--- src/rtl/noc_pkg.sv ---
// Shared NoC definitions: packet width, output-arbiter state and the round-robin
// pick function used by the router output ports and the PE-side NIC.
package noc_pkg;

  localparam int unsigned DEFAULT_PACKET_WIDTH = 64;
  localparam int unsigned MAX_REQ = 8;

  typedef enum logic {
    EMPTY = 1'b0,
    FULL  = 1'b1
  } arb_state_t;

  // One-hot grant of the first set request at or after ptr, wrapping at n (n <= 8).
  function automatic logic [7:0] rr_pick(input logic [7:0] req, input logic [2:0] ptr,
                                         input int unsigned n);
    logic [7:0]  pick;
    logic        found;
    int unsigned idx;
    pick  = '0;
    found = 1'b0;
    for (int unsigned off = 0; off < MAX_REQ; off++) begin
      idx = (32'(ptr) + off) % n;
      if (off < n && !found && req[3'(idx)]) begin
        pick[3'(idx)] = 1'b1;
        found         = 1'b1;
      end
    end
    return pick;
  endfunction

endpackage

--- src/rtl/rr_arbiter.sv ---
// Combinational round-robin priority rotate: one-hot grant plus its binary index.
module rr_arbiter
  import noc_pkg::*;
#(
  parameter int unsigned NUM_REQ = 4,
  localparam int unsigned IdxW   = $clog2(NUM_REQ)
) (
  input  logic [NUM_REQ-1:0] req,
  input  logic [IdxW-1:0]    ptr,
  input  logic               enable,
  output logic [NUM_REQ-1:0] gnt,
  output logic [IdxW-1:0]    gnt_idx
);

  always_comb begin
    gnt = '0;
    if (enable) begin
      gnt = NUM_REQ'(rr_pick(8'(req), 3'(ptr), NUM_REQ));
    end
  end

  always_comb begin
    gnt_idx = '0;
    for (int unsigned i = 0; i < NUM_REQ; i++) begin
      if (gnt[i]) begin
        gnt_idx = IdxW'(i);
      end
    end
  end

endmodule

--- src/rtl/router_out_arbiter.sv ---
// Output channel of a router: round-robin grant among input buffers into a
// single-entry output register with a send/ready downstream handshake.
module router_out_arbiter
  import noc_pkg::*;
#(
  parameter int unsigned PACKET_WIDTH = DEFAULT_PACKET_WIDTH,
  parameter int unsigned NUM_REQ      = 4,
  localparam int unsigned IdxW        = $clog2(NUM_REQ)
) (
  input  logic                            clk,
  input  logic                            reset,
  input  logic [NUM_REQ-1:0]              req,
  input  logic [NUM_REQ*PACKET_WIDTH-1:0] req_data,
  output logic [NUM_REQ-1:0]              gnt,
  output logic                            so,
  input  logic                            ro,
  output logic [PACKET_WIDTH-1:0]         dout,
  output logic                            busy
);

  arb_state_t              state_q;
  logic [PACKET_WIDTH-1:0] do_q;
  logic [IdxW-1:0]         ptr_q;

  logic            can_load;
  logic            grant;
  logic [IdxW-1:0] gnt_idx;
  logic [IdxW-1:0] ptr_next;

  // A full register that is draining this edge can accept a new packet without a bubble.
  assign can_load = (state_q == EMPTY) | ro;

  rr_arbiter #(
    .NUM_REQ (NUM_REQ)
  ) u_rr_arbiter (
    .req     (req),
    .ptr     (ptr_q),
    .enable  (can_load & reset),
    .gnt     (gnt),
    .gnt_idx (gnt_idx)
  );

  assign grant    = |gnt;
  assign ptr_next = (gnt_idx == IdxW'(NUM_REQ - 1)) ? '0 : gnt_idx + 1'b1;

  always_ff @(posedge clk or negedge reset) begin
    if (!reset) begin
      state_q <= EMPTY;
      do_q    <= '0;
      ptr_q   <= '0;
    end else begin
      if (grant) begin
        state_q <= FULL;
        do_q    <= req_data[gnt_idx*PACKET_WIDTH +: PACKET_WIDTH];
        ptr_q   <= ptr_next;
      end else if (state_q == FULL && ro) begin
        state_q <= EMPTY;
      end
    end
  end

  assign so   = (state_q == FULL);
  assign busy = (state_q == FULL);
  assign dout = do_q;

endmodule

--- config.mk ---
export PLATFORM = sky130hd
export DESIGN_NAME = router_out_arbiter
export DESIGN_NICKNAME = d
export VERILOG_FILES = /design/src/rtl/noc_pkg.sv /design/src/rtl/rr_arbiter.sv /design/src/rtl/router_out_arbiter.sv
export SDC_FILE = /design/constraint.sdc
export NUM_CORES = 1
export LEC_CHECK = 0
export ABC_CLOCK_PERIOD_IN_PS = 4150
export BUFFER_PORTS_ARGS = -buffer_cell sky130_fd_sc_hd__buf_2
export CORE_AREA = 2 2 128 130
export CTS_CLUSTER_DIAMETER = 50
export CTS_CLUSTER_SIZE = 16
export DETAILED_ROUTE_END_ITERATION = 10
export DIE_AREA = 0 0 130 132
export PLACE_DENSITY = 0.7
export SETUP_SLACK_MARGIN = 0.02
export SKIP_LAST_GASP = 1
export SYNTH_ARGS = -nofsm -noshare
export SYNTH_HDL_FRONTEND = slang
export SYNTH_SLANG_ARGS = --single-unit
--- constraint.sdc ---
create_clock -name clk -period 4.15 [get_ports clk]
set_input_delay 0.83 -clock clk [delete_from_list [all_inputs] [get_ports clk]]
set_output_delay 0.83 -clock clk [all_outputs]
set_load 0.01 [all_outputs]
==> impl_metrics.toml <==
[global_route]
grt_usage = 0.183
grt_max_degree = 66
grt_overflow = 0
grt_util_met1 = 0.212
grtUsageMet2 = 0.331
top_usage_layer = "met2"
grt_antenna_before_repair = 0
grt_pass1_vias = 4899
use_met3 = 0.0325
grt_pass1_wl_mm = 24.6

[sta]
fin_crit_ns = 3.76
finalHoldViolCount = 0
setup_total_negative_slack_ns = 0
setup_viol = 0
clock.fmax_mhz = 266
fin_skew_ns = 0.00634
worst_slew_pin_slew_ns = 0.778
period_share = 0.907
slew_violations = 0
rsz0062_at_grt = "false"
slew-limit-headroom = 0.482

[synth]
synth_nets = 727
postSynthCellCount = 456
seq_area_frac_synth = 0.368
syn_area_sq_um = 4560
synthTopCellsByCount = "dfrtp_1, mux2i_1, o22ai_1, nor2_1, a211oi_2"
ys_types = 41
synthTopCellsByArea = "dfrtp_1, mux2i_1, a211oi_2"
synthFlopType = "dfrtp_1"
synth_seq_cells = 67
synth_edf_count = 0
yosys_warnings = 0
synth_top_area_cell = "dfrtp_1"
syn_area_per_cell_sq_um = 10.0
yosysMostFrequentCell = "dfrtp_1"
netlist.area_leader.share = 0.368
async_flop_share = 1.00

[critical_path]
cp_max_fo = 13
critPathKind = "register to output pin"
required_ns = 3.32
reg2reg_slack_ns = 0.42
cp-start-kind = "register"
end_kind = "output pin"
worstPathArrival_ns = 2.93
ff2ff_path_depth = 11

[cts]
cts-htree-levels = 3
clock_path_buffers = 2
clockRootBuffer = "clkbuf_16"
cts_tree = "built"
cts_setup_buffers = 0
clock_latency_ns = 0.34
numClockSinks = 67
cts.repair.resized = 0
numCtsBuffers = 9
path_clk_slew_ns = 0.06
hold_buffers = 0

[layout]
syn2layout_area_growth_pct = 48.5
layout-drive-gt1-share = 0.535
multi_input_area_sq_um = 2620
antenna_cells = 0
fin_cells = 993
nets = 1044
num-fill-cells = 1546
regArea_sq_um = 1680

[detailed_routing]
drt_pass1_iterations = 4
drt_wl_total_mm = 16.0
drc_errors = 0
ant_nets = 0
wire_per_inst_um = 16.1
via_per_inst = 4.94
num_vias = 4910
drtIter0Drc = 190

[floorplan]
dieHeight_um = 132
die_area_sq_um = 17200
start_util = 0.290
die_w_um = 130
rows = 46
ioPinCount = 333
fp.coreArea_sq_um = 15700

[power_and_ir_drop]
power_leakage_uw = 0.00355
powerDensity_nw_per_um2 = 858
ir_drop_uv = 620

[placement]
port_buffers = 332
dp_hpwl_mm = 12.5
dp.cells = 978
place_congestion = 0.843

[flow_run]
maxCapViolCount = 0

[status]
status = "finished, final reports clean"

[hold_path]
hold_class = "input port to async pin"
[cells by family (layout without fill, tap and decap cells)]
kind of cell | count (synthesis) | count (layout) | share of synthesized area
compound gates | 149 | 149 | 0.279
buf+inv | 57 | 378 | 0.0647
simple gates | 107 | 107 | 0.105
mux | 68 | 68 | 0.161
fa+ha+maj | 8 | 8 | 0.0219
flops | 67 | 67 | 0.368
[layout by cell type (no fill, tap or decap), types with 2 or more instances in the layout]
master,Yosys,routed
buf_2,11,331
dfrtp_1,67,67
mux2i_1,61,61
o22ai_1,61,61
nor2_1,58,58
a211oi_2,40,40
nand2_1,19,17
a211oi_1,16,16
o221ai_1,16,16
inv_1,14,14
buf_4,8,14
clkbuf_16,0,9
nand2b_1,8,8
or3_1,8,8
ha_1,8,8
a21oi_1,5,5
mux4_2,4,4
and3_1,4,4
mux2_2,3,3
bufinv_16,0,3
and2_1,2,2
nor2b_1,2,2
clkinv_4,0,2
buf_12,0,2
[registers in the layout, indices dropped and copies added (netlist names)]
| name | count |
|---|---|
| busy | 1 |
| dout | 64 |
| ptr_q | 2 |
[per-stage QoR]
| stage | cell area [sq um] | hold slack (ns) | util | power [uW] | worst slack [ns] |
|---|---|---|---|---|---|
| 6_report | 6770 | 0.322 | 0.431 | 5810 | 0.388 |
| 4_1_cts | 6770 | 0.311 | 0.431 | 5900 | 0.348 |
| 3_5_place_dp | 6430 | 0.547 | 0.409 | 5000 | 0.273 |
| 2_1_floorplan | 4560 | 0.534 | - | 3900 | 0.568 |
| 3_3_place_gp | 6430 | 0.541 | 0.409 | 4870 | 0.369 |
| 5_1_grt | 6770 | 0.318 | 0.431 | 6280 | 0.160 |
[power breakdown]
part	leakage (uW)	switching, uW	internal (uW)
registers	0.000761	176	1040
logic	0.00262	2160	1550
clock network	0.000162	296	585
total	0.00355	2630	3180
[layout make-up]
class,count,share of cell area
Inverter,16,0.00887
Clock buffer,9,0.0333
Sequential cell,67,0.248
Multi-Input combinational cell,332,0.387
Clock inverter,6,0.0170
Tap cell,216,0.0399
Timing Repair Buffer,347,0.266
[final timing paths]
check,from,end
max,ptr_q[0],gnt[2]
min,reset,dout[6]
max reg2reg,ptr_q[0],dout[2]
min reg2reg,dout[1],dout[1]
max in group asynchronous,reset,dout[13]
min in group clk,dout[1],dout[1]
[worst max-delay path, cell delays in order (launching register included)]
cell and delay, ns:
dfrtp_1 0.34, inv_1 0.15, ha_1 0.49, mux4_2 0.40
nor4b_1 0.54, and3_1 0.25, a21oi_2 0.05, inv_2 0.21
buf_2 0.18
[metal layers]
metal  share of wire  vias to the layer above
li1                -                     2378
met1            0.40                     2239
met2            0.50                      261
met3           0.069                       32
met4           0.023                        0
met5               0                        -
Power figures use the tool's default switching activity.
